--- src/rtl/brcomp_pkg.sv ---
// Shared types and the branch-condition decode for the iterative branch comparator.
package brcomp_pkg;

    typedef enum logic [1:0] {IDLE, CMP, DONE} state_t;

    localparam logic [2:0] BEQ  = 3'b000;
    localparam logic [2:0] BNE  = 3'b001;
    localparam logic [2:0] BLT  = 3'b100;
    localparam logic [2:0] BGE  = 3'b101;
    localparam logic [2:0] BLTU = 3'b110;
    localparam logic [2:0] BGEU = 3'b111;

    typedef struct packed {
        logic less;
        logic equal;
        logic taken;
    } res_t;

    function automatic logic taken_f(input logic [2:0] funct3, input logic less, input logic eq);
        case (funct3)
            BEQ:        return eq;
            BNE:        return !eq;
            BLT, BLTU:  return less;
            BGE, BGEU:  return !less;
            default:    return 1'b0;
        endcase
    endfunction

endpackage

--- src/rtl/brcomp_chunk.sv ---
// Combinational W-bit compare; flip_msb turns the unsigned compare into a signed one.
module brcomp_chunk #(
    parameter int W = 8
) (
    input  logic [W-1:0] a,
    input  logic [W-1:0] b,
    input  logic         flip_msb,
    output logic         less,
    output logic         equal
);

    logic [W-1:0] msk;

    always_comb begin
        msk        = '0;
        msk[W-1]   = flip_msb;
    end

    assign less  = (a ^ msk) < (b ^ msk);
    assign equal = (a == b);

endmodule

--- src/rtl/brcomp_iter.sv ---
// Multi-cycle MSB-chunk-first branch comparator with valid/ready on both sides.
// BRCOMP_EARLY_EXIT_EN: stop at the first differing chunk; otherwise fixed NCHUNK-cycle latency.
module brcomp_iter
    import brcomp_pkg::*;
#(
    parameter int XLEN  = 32,
    parameter int CHUNK = 8
) (
    input  logic            clk,
    input  logic            rst,
    input  logic            flush,
    input  logic            req_valid,
    output logic            req_ready,
    input  logic [XLEN-1:0] rs1_data,
    input  logic [XLEN-1:0] rs2_data,
    input  logic            br_unsigned,
    input  logic [2:0]      br_funct3,
    output logic            rsp_valid,
    input  logic            rsp_ready,
    output logic            br_less,
    output logic            br_equal,
    output logic            br_taken
);

    localparam int CSAFE  = (CHUNK < 1) ? 1 : CHUNK;
    localparam int NCHUNK = XLEN / CSAFE;
    localparam int IW     = (NCHUNK > 1) ? $clog2(NCHUNK) : 1;
    localparam logic [IW-1:0] TOP = IW'(NCHUNK - 1);

    generate
        if ((CHUNK < 1) || (XLEN % CSAFE != 0)) begin : g_bad_cfg
            $error("brcomp_iter: CHUNK must be >= 1 and divide XLEN");
        end
    endgenerate

    state_t          state, state_n;
    logic [XLEN-1:0] a_q, b_q;
    logic            uns_q;
    logic [2:0]      f3_q;
    logic [IW-1:0]   idx;
    logic            decided;
    res_t            res_q, res_n;
    logic [CHUNK-1:0] ca, cb;
    logic            c_less, c_eq, last, accept, flip;

    assign ca     = a_q[idx*CHUNK +: CHUNK];
    assign cb     = b_q[idx*CHUNK +: CHUNK];
    assign last   = (idx == '0);
    assign flip   = !uns_q && (idx == TOP);
    assign accept = req_valid && req_ready;

    brcomp_chunk #(.W(CHUNK)) u_chunk (
        .a        (ca),
        .b        (cb),
        .flip_msb (flip),
        .less     (c_less),
        .equal    (c_eq)
    );

    always_ff @(posedge clk) begin
        if (rst) state <= IDLE;
        else     state <= state_n;
    end

    always_comb begin
        state_n = state;
        case (state)
            IDLE: if (accept) state_n = CMP;
`ifdef BRCOMP_EARLY_EXIT_EN
            CMP:  if (!c_eq || last) state_n = DONE;
`else
            CMP:  if (last) state_n = DONE;
`endif
            DONE: if (rsp_ready) state_n = IDLE;
            default: state_n = IDLE;
        endcase
        if (flush) state_n = IDLE;
    end

    // First differing chunk decides; later chunks cannot override it (fixed-latency mode).
    always_comb begin
        res_n = res_q;
        if (!decided) begin
            if (!c_eq) begin
                res_n.less  = c_less;
                res_n.equal = 1'b0;
            end else if (last) begin
                res_n.less  = 1'b0;
                res_n.equal = 1'b1;
            end
            res_n.taken = taken_f(f3_q, res_n.less, res_n.equal);
        end
    end

    always_ff @(posedge clk) begin
        if (rst) begin
            a_q     <= '0;
            b_q     <= '0;
            uns_q   <= 1'b0;
            f3_q    <= '0;
            idx     <= '0;
            decided <= 1'b0;
            res_q   <= '0;
        end else if (accept) begin
            a_q     <= rs1_data;
            b_q     <= rs2_data;
            uns_q   <= br_unsigned;
            f3_q    <= br_funct3;
            idx     <= TOP;
            decided <= 1'b0;
        end else if (state == CMP && !flush) begin
            res_q <= res_n;
            if (!c_eq || last) decided <= 1'b1;
            if (!last)         idx     <= idx - 1'b1;
        end
    end

    always_comb begin
        req_ready = (state == IDLE) && !flush;
        rsp_valid = (state == DONE);
        br_less   = res_q.less;
        br_equal  = res_q.equal;
        br_taken  = res_q.taken;
    end

endmodule

--- config.mk ---
export PLATFORM = sky130hd
export DESIGN_NAME = brcomp_iter
export DESIGN_NICKNAME = d
export VERILOG_FILES = /design/src/rtl/brcomp_pkg.sv /design/src/rtl/brcomp_chunk.sv /design/src/rtl/brcomp_iter.sv
export SDC_FILE = /design/constraint.sdc
export NUM_CORES = 1
export LEC_CHECK = 0
export CORE_AREA = 3 3 85 87
export CTS_BUF_LIST = sky130_fd_sc_hd__clkbuf_4
export CTS_CLUSTER_DIAMETER = 150
export CTS_CLUSTER_SIZE = 24
export DETAILED_ROUTE_END_ITERATION = 7
export DIE_AREA = 0 0 88 90
export PLACE_DENSITY = 0.87
export SYNTH_ARGS = -nofsm -noshare
export SYNTH_HDL_FRONTEND = slang
export SYNTH_SLANG_ARGS = --single-unit
--- constraint.sdc ---
create_clock -name clk -period 3.3 [get_ports clk]
set_input_delay 0.66 -clock clk [delete_from_list [all_inputs] [get_ports clk]]
set_output_delay 0.66 -clock clk [all_outputs]
set_load 0.03 [all_outputs]
# Word level (Yosys, flattened, before mapping)
# Cells that the tools add are included.
# word_totals
reg_bits	76
in_bits	73
# classes
add_sub_neg	1
order_cmp	1
eq_ne	13
n_shift	2
muxes	11
bitwise_logic	4
reduce_logical	22
# ops
operator	count
variable part select 32 x 6 -> 8 bit	2
two-way mux 2 bit	9
bitwise XOR 8 bit	2
== test 3 bit, second input constant	4
== test 8 bit	1
< comparator 8 bit	1
OR reduction 2 bit	4
case mux 2 bit (3 select lines)	1
AND reduction 3 bit	2
zero test 1 bit	5
== test 2 bit, second input constant	2
logical AND 1 bit	4
zero test 2 bit	2
inequality test 2 x 1 -> 1 bit, second input constant	2
inequality test 2 bit, second input constant	2
case mux 1 bit (4 select lines)	1
AND reduction 2 bit	2
== test 3 x 1 -> 1 bit, second input constant	1
zero test 3 bit	1
== test 2 x 1 -> 1 bit, second input constant	1
inverter 1 bit	2
nonzero test 2 bit	1
subtractor 2 x 1 -> 2 bit, second input constant	1
logical OR 1 bit	1

# Depth between registers and ports, before layout
# Gate-level depths: netlist of the first run.
# depth
ltp_word	8
mapped_depth	11

# Cells and area by module
# A second synthesis of the first run with hierarchy kept.
# unflattened
hier_cells	403
area_unflattened_um2	3382.0
# modules_own_cells
mod	instances	cells_each	area_each_um2	seq_area_each_um2
brcomp_iter	1	370	3161.8	1521.5
brcomp_chunk	1	33	220.2	0.0

# Worst setup path before layout of the first run
# No wires, ideal clock.
# synth_path
path_type	reg-to-reg
from	reg idx[0]
to	reg res_q (netlist bit br_taken)
setup_ps	62
arrival_ps	2922
required_ps	3238
path_slack_ps	316
stages_incl_launch_ff	11
path_buffers	2
period_less_slack_ps	2984
cell_sequence	dfxtp_1 > buf_6 > buf_1 > mux4_2 > ha_1 > and3_1 > nor2b_1 > nand3_1 > nor3b_1 > or4b_1 > nand3_1
# synth_via
elab_chain_cells	8
elab_cells_between_ends	15
cone_classes	order compare (1); eq/ne (2); shift (2); mux (4); bitwise (2); reduce/logical (4)
# synth_rtl
element	line_no	text
start, declared	brcomp_iter.sv:40	logic [IW-1:0] idx;
start signal, assigned	brcomp_iter.sv:114	if (!last) idx <= idx - 1'b1;
parallel branches: the longest is 4 deep, another holds < comparator 8 bit	-	
two-way mux 2 bit (*)	brcomp_iter.sv:84	if (!c_eq) begin
two-way mux 2 bit (*)	brcomp_iter.sv:83	if (!decided) begin
zero test 1 bit	brcomp_pkg.sv:24	BGE, BGEU: return !less;
case mux 1 bit (4 select lines) (*)	brcomp_pkg.sv:20	case (funct3)
end signal, assigned	brcomp_iter.sv:112	res_q <= res_n;
end, declared	brcomp_iter.sv:42	res_t res_q, res_n;
# Every way passes the cells marked *. The select of a mux whose other input is x is not followed.
# A chain may end at the register's enable or synchronous reset.

# Worst setup path after layout of the first run
# layout_path
from	in flush
to	out req_ready
# layout_via
elab_chain_cells	2
# layout_rtl
element	line_no	text
start, declared	brcomp_iter.sv:11	input logic flush,
zero test 1 bit	brcomp_iter.sv:119	req_ready = (state == IDLE) && !flush;
logical AND 1 bit	brcomp_iter.sv:119	
end, declared	brcomp_iter.sv:13	output logic req_ready,
# Every way passes these cells.

==> flow_summary.json, run 1 <==
{
  "run_status": "finished, final reports clean",
  "path_class": "input port to output port",
  "root_buffer": "clkbuf_4",
  "grt_max_degree": 71,
  "ys_seq_elements": 76,
  "setup_viol": 0,
  "grt_pass1_wl_mm": 13.0,
  "rsz0062_at_grt": "false",
  "dominantRegCellSynth": "dfxtp_1",
  "dp_hpwl_mm": 5.66,
  "postCtsSetupBuffers": 0,
  "io_pins": 78,
  "yosys_warnings": 0,
  "initialDrtViolationCount": 132,
  "clkSinkCount": 76,
  "firstDrtPassIters": 5,
  "die_x_microns": 88,
  "diodes": 0,
  "utilization": 0.676,
  "ir_drop_mv": 0.277,
  "routed_wl_mm": 7.71,
  "grt.total_usage": 0.208,
  "multi_input_area_sq_mm": 0.00173,
  "clkTransAtPathRegs_ns": 0.11,
  "grt_pass1_vias": 2908,
  "final_common_cell": "nand2_1",
  "crit_end": "req_ready",
  "hold_path_class": "register to register",
  "slew_headroom": 0.569,
  "syn_area_sq_mm": 0.00341,
  "wl_per_cell_microns": 13.9,
  "stdcell_area_sq_mm": 0.00434,
  "r2r_cells": 9,
  "seqCellArea_sq_mm": 0.00152,
  "layout_min_cycle_time_ns": 2.86,
  "critical_path_arrival_ns": 2.20,
  "synth_edf_count": 0,
  "gp_congestion": 0.828,
  "final_cell_mix": "nand2_1 (141), a21oi_1 (77), dfxtp_1 (76), clkdlybuf4s50_1 (76)",
  "antenna_found_initial": 0,
  "cts_htree_levels": 3,
  "slew_violations": 0,
  "area_delta_synth_final_pct": 27.5,
  "numCtsBuffers": 9,
  "syn_nets": 488,
  "cts_hold_buf": 0,
  "final_hold_viol_count": 0,
  "synth.avg_cell_area_sq_um": 8.39,
  "drc_errors": 0,
  "yosys.cell_types.count": 36,
  "drive_gt1_frac": 0.0837,
  "start_util": 0.530,
  "cp-start-kind": "input port",
  "async_flop_share": 0,
  "finalWorstSetupSlack_ns": 0.438,
  "required_ns": 2.64,
  "cap_violations": 0,
  "ctsResizeCount": 0,
  "setup_tns_ns": 0,
  "nFillCells": 519,
  "r2r_end": "br_taken",
  "postPlaceCellArea_sq_mm": 0.00423,
  "die_y_microns": 90,
  "ant_nets": 0,
  "place_ws_ns": 0.434,
  "critPathLaunch": "flush",
  "finClkSkew_ns": 0.0121,
  "p_leak_nw": 1.57,
  "syn_inst": 406,
  "clock_path_buffers": 2,
  "vias": 3011,
  "fp-row-count": 29,
  "avgViaCountPerCell": 5.43,
  "worstMarginPinSlew_ns": 0.647,
  "max_freq_mhz": 349,
  "crit_fanout": 5,
  "critPathCaptureType": "output port",
  "post-route-period-util": 0.867,
  "nets": 555,
  "regToRegSetupSlack_ns": 0.61,
  "core-area_sq_mm": 0.00642,
  "cts_tree": "yes",
  "overflow": 0,
  "ys_seq_area_frac": 0.447,
  "io_buffers": 77,
  "die_area_sq_mm": 0.00792,
  "r2r-start": "idx[0]",
  "powerDensity_mw_per_mm2": 417,
  "clk_latency_ns": 0.43,
  "holdWs_ns": 0.463
}
[power by group]
| group | total, mW | internal (mW) | switching, mW |
|---|---|---|---|
| clock | 0.476 | 0.150 | 0.325 |
| combinational | 0.344 | 0.185 | 0.159 |
| sequential | 0.991 | 0.962 | 0.0292 |
[metrics by stage]
stage                     power, mW  cells
after floorplan                1.21    406
after global placement         1.34    539
after detailed placement       1.36    539
after CTS                      1.82    555
after global routing           1.90    555
final                          1.81    555
[worst max-delay path, stage by stage]
cell	delay (ns)
clkdlybuf4s50_1	0.47
nor3_1	0.32
clkdlybuf4s50_1	0.74
[how the worst min path moves through the flow]
stage | startpoint | slack [ns] | depth (start not counted) | end
after floorplan | uns_q | 0.43 | 2 | uns_q
after global placement | b_q[9] | 0.44 | 2 | b_q[9]
after detailed placement | b_q[17] | 0.45 | 2 | b_q[17]
after CTS | b_q[17] | 0.46 | 2 | b_q[17]
after global routing | b_q[16] | 0.48 | 2 | b_q[16]
final | b_q[3] | 0.46 | 2 | b_q[3]
[synthesized netlist by cell type (4+ instances only)]
cell | count | area, sq um
nand2_1 | 142 | 533
a21oi_1 | 77 | 385
dfxtp_1 | 76 | 1520
clkbuf_1 | 24 | 90.1
inv_1 | 13 | 48.8
mux4_2 | 13 | 293
ha_1 | 9 | 113
nor2_1 | 7 | 26.3
xnor2_1 | 6 | 52.6
mux4_1 | 4 | 105
[kinds of logic (layout without fill, tap and decap cells)]
family,after synthesis,in the layout,share of synthesized area
and+or+nand+nor,169,169,0.203
AOI/OAI and AO/OA,88,88,0.136
DFF,76,76,0.447
buffers and inverters,40,112,0.0466
muxes,18,18,0.120
adders and majority gates,9,9,0.0331
xor gates and xnor gates,6,6,0.0154
[flip-flops by register name, indices dropped and copies added, names as in the netlist]
signal,cells
br_taken,1
a_q,32
decided,1
idx,2
uns_q,1
b_q,32
f3_q,3
state,2
br_less,1
br_equal,1
[layout make-up]
cell class	count	area share
tap	77	0.0222
clock buffer	9	0.0156
timing repair buffer	83	0.192
inverter	13	0.0112
multi-input combinational	290	0.398
sequential	76	0.350
clock inverter	7	0.00980
[per-layer routing]
layer,vias up,track usage,wire (microns)
met5,-,0,0
met1,1423,0.242,3040
met4,0,0.0678,128
met2,76,0.361,4140
met3,12,0.0585,402
li1,1500,-,-
No activity file was read; power rests on OpenSTA's default activity.
==> inputs of run 2 (changes only) <==
--- a/config.mk
+++ b/config.mk
@@ -5,13 +5,13 @@
 export SDC_FILE = /design/constraint.sdc
 export NUM_CORES = 1
 export LEC_CHECK = 0
-export CORE_AREA = 3 3 85 87
+export CORE_AREA = 2 2 102 104
 export CTS_BUF_LIST = sky130_fd_sc_hd__clkbuf_4
 export CTS_CLUSTER_DIAMETER = 150
 export CTS_CLUSTER_SIZE = 24
 export DETAILED_ROUTE_END_ITERATION = 7
-export DIE_AREA = 0 0 88 90
-export PLACE_DENSITY = 0.87
+export DIE_AREA = 0 0 104 106
+export PLACE_DENSITY = 0.64
 export SYNTH_ARGS = -nofsm -noshare
 export SYNTH_HDL_FRONTEND = slang
 export SYNTH_SLANG_ARGS = --single-unit
==> flow_summary.json, run 2 (synthesis gave the netlist of run 1 again) <==
{
  "utilization": 0.447,
  "worstMarginPinSlew_ns": 0.764,
  "crit_chain": "clkdlybuf4s50_1, nor3_1, clkdlybuf4s50_1",
  "cts_hold_buf": 0,
  "die_area_sq_mm": 0.0110,
  "r2r_cells": 9,
  "p_leak_nw": 1.60,
  "crit_fanout": 5,
  "critical_path_arrival_ns": 2.18,
  "cp-start-kind": "input port",
  "final_cell_mix": "nand2_1 (141), a21oi_1 (77), dfxtp_1 (76), clkdlybuf4s50_1 (76)",
  "wl_per_cell_microns": 13.2,
  "r2r-start": "idx[0]",
  "drive_gt1_frac": 0.0877,
  "gp_congestion": 0.768,
  "dp_cells": 599,
  "initialDrtViolationCount": 111,
  "holdWs_ns": 0.459,
  "diodes": 0,
  "vias": 2951,
  "core-area_sq_mm": 0.0100,
  "start_util": 0.341,
  "final_hold_viol_count": 0,
  "cpMostUsedCell": "clkdlybuf4s50_1",
  "hold_path_class": "register to register",
  "ant_nets": 0,
  "avgViaCountPerCell": 4.80,
  "grt.total_usage": 0.150,
  "holdPathEnd": "a_q[8]",
  "final_common_cell": "nand2_1",
  "postPlaceCellArea_sq_mm": 0.00430,
  "grt_pass1_vias": 2901,
  "stdcell_area_sq_mm": 0.00447,
  "routed_wl_mm": 8.13,
  "slowest_delay_ns": 0.74,
  "numCtsBuffers": 9,
  "ir_drop_mv": 0.207,
  "required_ns": 2.64,
  "whs_path_depth": 2,
  "slew_headroom": 0.490,
  "drc_errors": 0,
  "run_status": "finished, final reports clean",
  "max_freq_mhz": 352,
  "r2r_end": "br_taken",
  "area_delta_synth_final_pct": 31.1,
  "path_class": "input port to output port",
  "grt_max_degree": 76,
  "postCtsSetupBuffers": 0,
  "critPathLaunch": "flush",
  "largestRegisters": "a_q (32), b_q (32), f3_q (3)",
  "clkTransAtPathRegs_ns": 0.13,
  "dp_hpwl_mm": 5.88,
  "cts_htree_levels": 3,
  "critPathSlowestCell": "clkdlybuf4s50_1",
  "critPathCaptureType": "output port",
  "setup_tns_ns": 0,
  "hp-start": "a_q[8]",
  "io_pins": 78,
  "rsz0062_at_grt": "false",
  "ctsResizeCount": 0,
  "powerDensity_mw_per_mm2": 447,
  "antenna_found_initial": 0,
  "clk_latency_ns": 0.43,
  "layout_min_cycle_time_ns": 2.84,
  "nets": 556,
  "root_buffer": "clkbuf_4",
  "grt_pass1_wl_mm": 13.2,
  "io_buffers": 77,
  "firstDrtPassIters": 4,
  "clock_path_buffers": 2,
  "finClkSkew_ns": 0.0205,
  "setup_viol": 0,
  "fp-row-count": 37,
  "slew_violations": 0,
  "post-route-period-util": 0.862,
  "finalNonFillerCells": 615,
  "regToRegSetupSlack_ns": 0.64,
  "clkSinkCount": 76,
  "cap_violations": 0,
  "die_x_microns": 104,
  "die_y_microns": 106,
  "cts_tree": "yes",
  "overflow": 0
}
run 2: area by class of cell:
type / instances / area (sq um)
tap: 136 / 170
timing repair buffer: 84 / 831
clock buffer: 12 / 90.1
sequential: 76 / 1520
inverter: 13 / 48.8
clock inverter: 4 / 73.8
multi-input combinational: 290 / 1730
fill: 1014 / 5530
run 2: layer usage:
metal / share of wire / wire length [microns] / global-route usage
met1: 0.42 / 3390 / 0.168
met2: 0.52 / 4230 / 0.271
met3: 0.032 / 263 / 0.0288
met4: 0.030 / 242 / 0.0782
met5: 0 / 0 / 0
run 2: worst max-delay path: cells and delay by family:
family | cells | cell delay [ns]
buffers and inverters | 2 | 1.21
and+or+nand+nor | 1 | 0.31
run 2: power breakdown:
part / switching [mW] / internal (mW)
logic: 0.162 / 0.184
clock network: 0.326 / 0.334
registers: 0.0279 / 0.962
total: 0.515 / 1.48
run 2: worst max path at each step:
stage               cells after the start         to  slack [ns]
finish                                  3  req_ready        0.46
global placement                        3  req_ready        0.50
CTS                                     3  req_ready        0.44
global route                            3  req_ready        0.39
floorplan                              10   br_taken        0.32
detailed placement                      3  req_ready        0.45
run 2: through the flow:
stage               setup WS, ns  power [mW]
floorplan                  0.316        1.21
global placement           0.501        1.35
detailed placement         0.454        1.36
CTS                        0.440        2.01
global route               0.387        2.08
finish                     0.455        2.00
==> inputs of run 3 (changes only) <==
--- a/config.mk
+++ b/config.mk
@@ -12,6 +12,9 @@
 export DETAILED_ROUTE_END_ITERATION = 7
 export DIE_AREA = 0 0 104 106
 export PLACE_DENSITY = 0.64
+export SLEW_MARGIN = 20
 export SYNTH_ARGS = -nofsm -noshare
 export SYNTH_HDL_FRONTEND = slang
+export SYNTH_HIERARCHICAL = 1
 export SYNTH_SLANG_ARGS = --single-unit
+export TNS_END_PERCENT = 10
==> flow_summary.json, run 3 <==
{
  "run_status": "finished, final reports clean",
  "rsz0062_at_grt": "false",
  "firstDrtPassIters": 4,
  "vias": 2943,
  "nFillCells": 1034,
  "yosys.area.top_type": "dfxtp_1",
  "critical_path_arrival_ns": 3.22,
  "seqCellArea_sq_mm": 0.00152,
  "routed_wl_mm": 8.17,
  "ys_seq_elements": 76,
  "grt_pass1_vias": 2941,
  "p_clk_frac": 0.253,
  "finClkSkew_ns": 0.00801,
  "cts_tree": "yes",
  "root_buffer": "clkbuf_4",
  "die_x_microns": 104,
  "io_buffers": 77,
  "switching_share": 0.270,
  "core-area_sq_mm": 0.0100,
  "diodes": 0,
  "grt.total_usage": 0.157,
  "syn_area_sq_mm": 0.00338,
  "switchingPower_mw": 0.484,
  "holdWs_ns": 0.458,
  "yosys-top-cells-count": "nand2_1 (145), a21oi_1 (76), dfxtp_1 (76), mux4_2 (16)",
  "ir_drop_mv": 0.153,
  "required_ns": 3.61,
  "ctsResizeCount": 0,
  "area_delta_synth_final_pct": 29.2,
  "grt_max_degree": 71,
  "crit_fanout": 19,
  "cap_violations": 0,
  "post-route-period-util": 0.881,
  "final_common_cell": "nand2_1",
  "avgViaCountPerCell": 4.82,
  "synth.most_common_cell": "nand2_1",
  "clk_latency_ns": 0.41,
  "stdcell_area_sq_mm": 0.00437,
  "clkTransAtPathRegs_ns": 0.11,
  "fp-row-count": 37,
  "multi_input_area_sq_mm": 0.00168,
  "layout_min_cycle_time_ns": 2.91,
  "async_flop_share": 0,
  "powerDensity_mw_per_mm2": 410,
  "largestRegisters": "a_q (32), b_q (32), f3_q (3)",
  "wl_per_cell_microns": 13.4,
  "antenna_found_initial": 0,
  "hold_path_class": "register to register",
  "dp_hpwl_mm": 6.09,
  "synth.area.top_cells": "dfxtp_1 (45%), nand2_1 (16%), a21oi_1 (11%)",
  "syn_inst": 403,
  "yosys.cell_types.count": 34,
  "final_cell_mix": "nand2_1 (144), a21oi_1 (76), dfxtp_1 (76), clkdlybuf4s50_1 (76), mux4_2 (16)",
  "drive_gt1_frac": 0.0905,
  "grt_pass1_wl_mm": 13.9,
  "clock_path_buffers": 2,
  "p_total_mw": 1.79,
  "whs_path_depth": 2,
  "regToRegSetupSlack_ns": 0.39,
  "power_frac_comb": 0.196,
  "nets": 553,
  "cts_hold_buf": 0,
  "cts_htree_levels": 3,
  "initialDrtViolationCount": 155,
  "clkSinkCount": 76,
  "setup_viol": 0,
  "cp-start-kind": "register",
  "slew_headroom": 0.629,
  "start_util": 0.338,
  "path_class": "register to register",
  "drc_errors": 0,
  "r2r_cells": 10,
  "ys_seq_area_frac": 0.450,
  "critPathCaptureType": "register",
  "syn_nets": 485,
  "internal_power_mw": 1.31,
  "ant_nets": 0,
  "synth.avg_cell_area_sq_um": 8.39,
  "postCtsSetupBuffers": 0,
  "synth_top_area_frac": 0.450,
  "io_pins": 78,
  "slew_violations": 0,
  "worstMarginPinSlew_ns": 0.557,
  "die_area_sq_mm": 0.0110,
  "max_freq_mhz": 344,
  "setup_tns_ns": 0,
  "synth_edf_count": 0,
  "dominantRegCellSynth": "dfxtp_1",
  "gp_congestion": 0.844,
  "overflow": 0,
  "power_frac_seq": 0.552,
  "final_hold_viol_count": 0,
  "p_leak_nw": 1.56,
  "yosys_warnings": 6,
  "postPlaceCellArea_sq_mm": 0.00427,
  "numCtsBuffers": 9,
  "die_y_microns": 106
}
## run 3: cell types whose count changed in the layout (fill, tap and decap cells not counted), moves of 2 or more
cell       delta
mux4_1        -4
xnor2_1       -4
mux4_2        +3
nand2_1       +3
nand3_1       -3
bufinv_16     -2
clkinv_1      +2
nor3b_1       -2
## run 3: layer usage
metal / GRT usage / wire length (microns) / vias up / part of all wire
met5: 0 / 0 / - / 0
met4: 0.0502 / 139 / 0 / 0.017
met3: 0.0497 / 415 / 14 / 0.051
met2: 0.269 / 4110 / 68 / 0.50
met1: 0.189 / 3500 / 1379 / 0.43
li1: - / - / 1482 / -
## run 3: through the flow
stage	utilization	cells	setup WS (ns)
4_1_cts	0.437	611	0.403
6_report	0.437	611	0.391
2_1_floorplan	-	403	0.296
3_5_place_dp	0.427	596	0.424
5_1_grt	0.437	611	0.230
3_3_place_gp	0.427	596	0.464
## run 3: path summary, 6_finish.rpt
path              endpoint     from
hold / removal     b_q[17]  b_q[17]
hold reg to reg    b_q[17]  b_q[17]
setup reg to reg  br_taken   idx[0]
setup / recovery  br_taken   idx[0]
## run 3: area by class of cell
cell class              instances  area share
multi-input cells             286       0.384
flip-flops and latches         76       0.348
repair buffers                 85       0.195
well taps                     136      0.0389
clock buffers                  11      0.0189
inverters                      13      0.0112
clock inverters                 4     0.00401
## run 3: cell families (layout without fill, tap and decap cells)
logic type                 count (synthesis)  in the layout  synth area share
adders and majority gates                  9              9            0.0333
DFF                                       76             76             0.450
muxes                                     17             17             0.110
xor gates and xnor gates                   3              3           0.00777
AOI/OAI and AO/OA                         86             86             0.135
and+or+nand+nor                          171            171             0.209
buffers and inverters                     41            113            0.0551
## run 3: worst max-delay path, stage by stage (launching register included)
cell and delay, ns:
dfxtp_1 0.32, buf_4 0.29, mux4_2 0.57, ha_1 0.33, a21oi_1 0.14, o21ai_0 0.11, a221oi_2 0.33, nand2b_1 0.10
and3_1 0.17, o21a_1 0.18, o31a_1 0.26
## run 3: power groups by stage
stage                     clock network [mW]  registers, mW  logic (mW)
final                                  0.454          0.989       0.351
after floorplan                            0           1.00       0.210
after CTS                              0.470          0.990       0.355
after global routing                   0.515          0.996       0.389
after detailed placement                   0           1.01       0.353
after global placement                     0           1.01       0.343
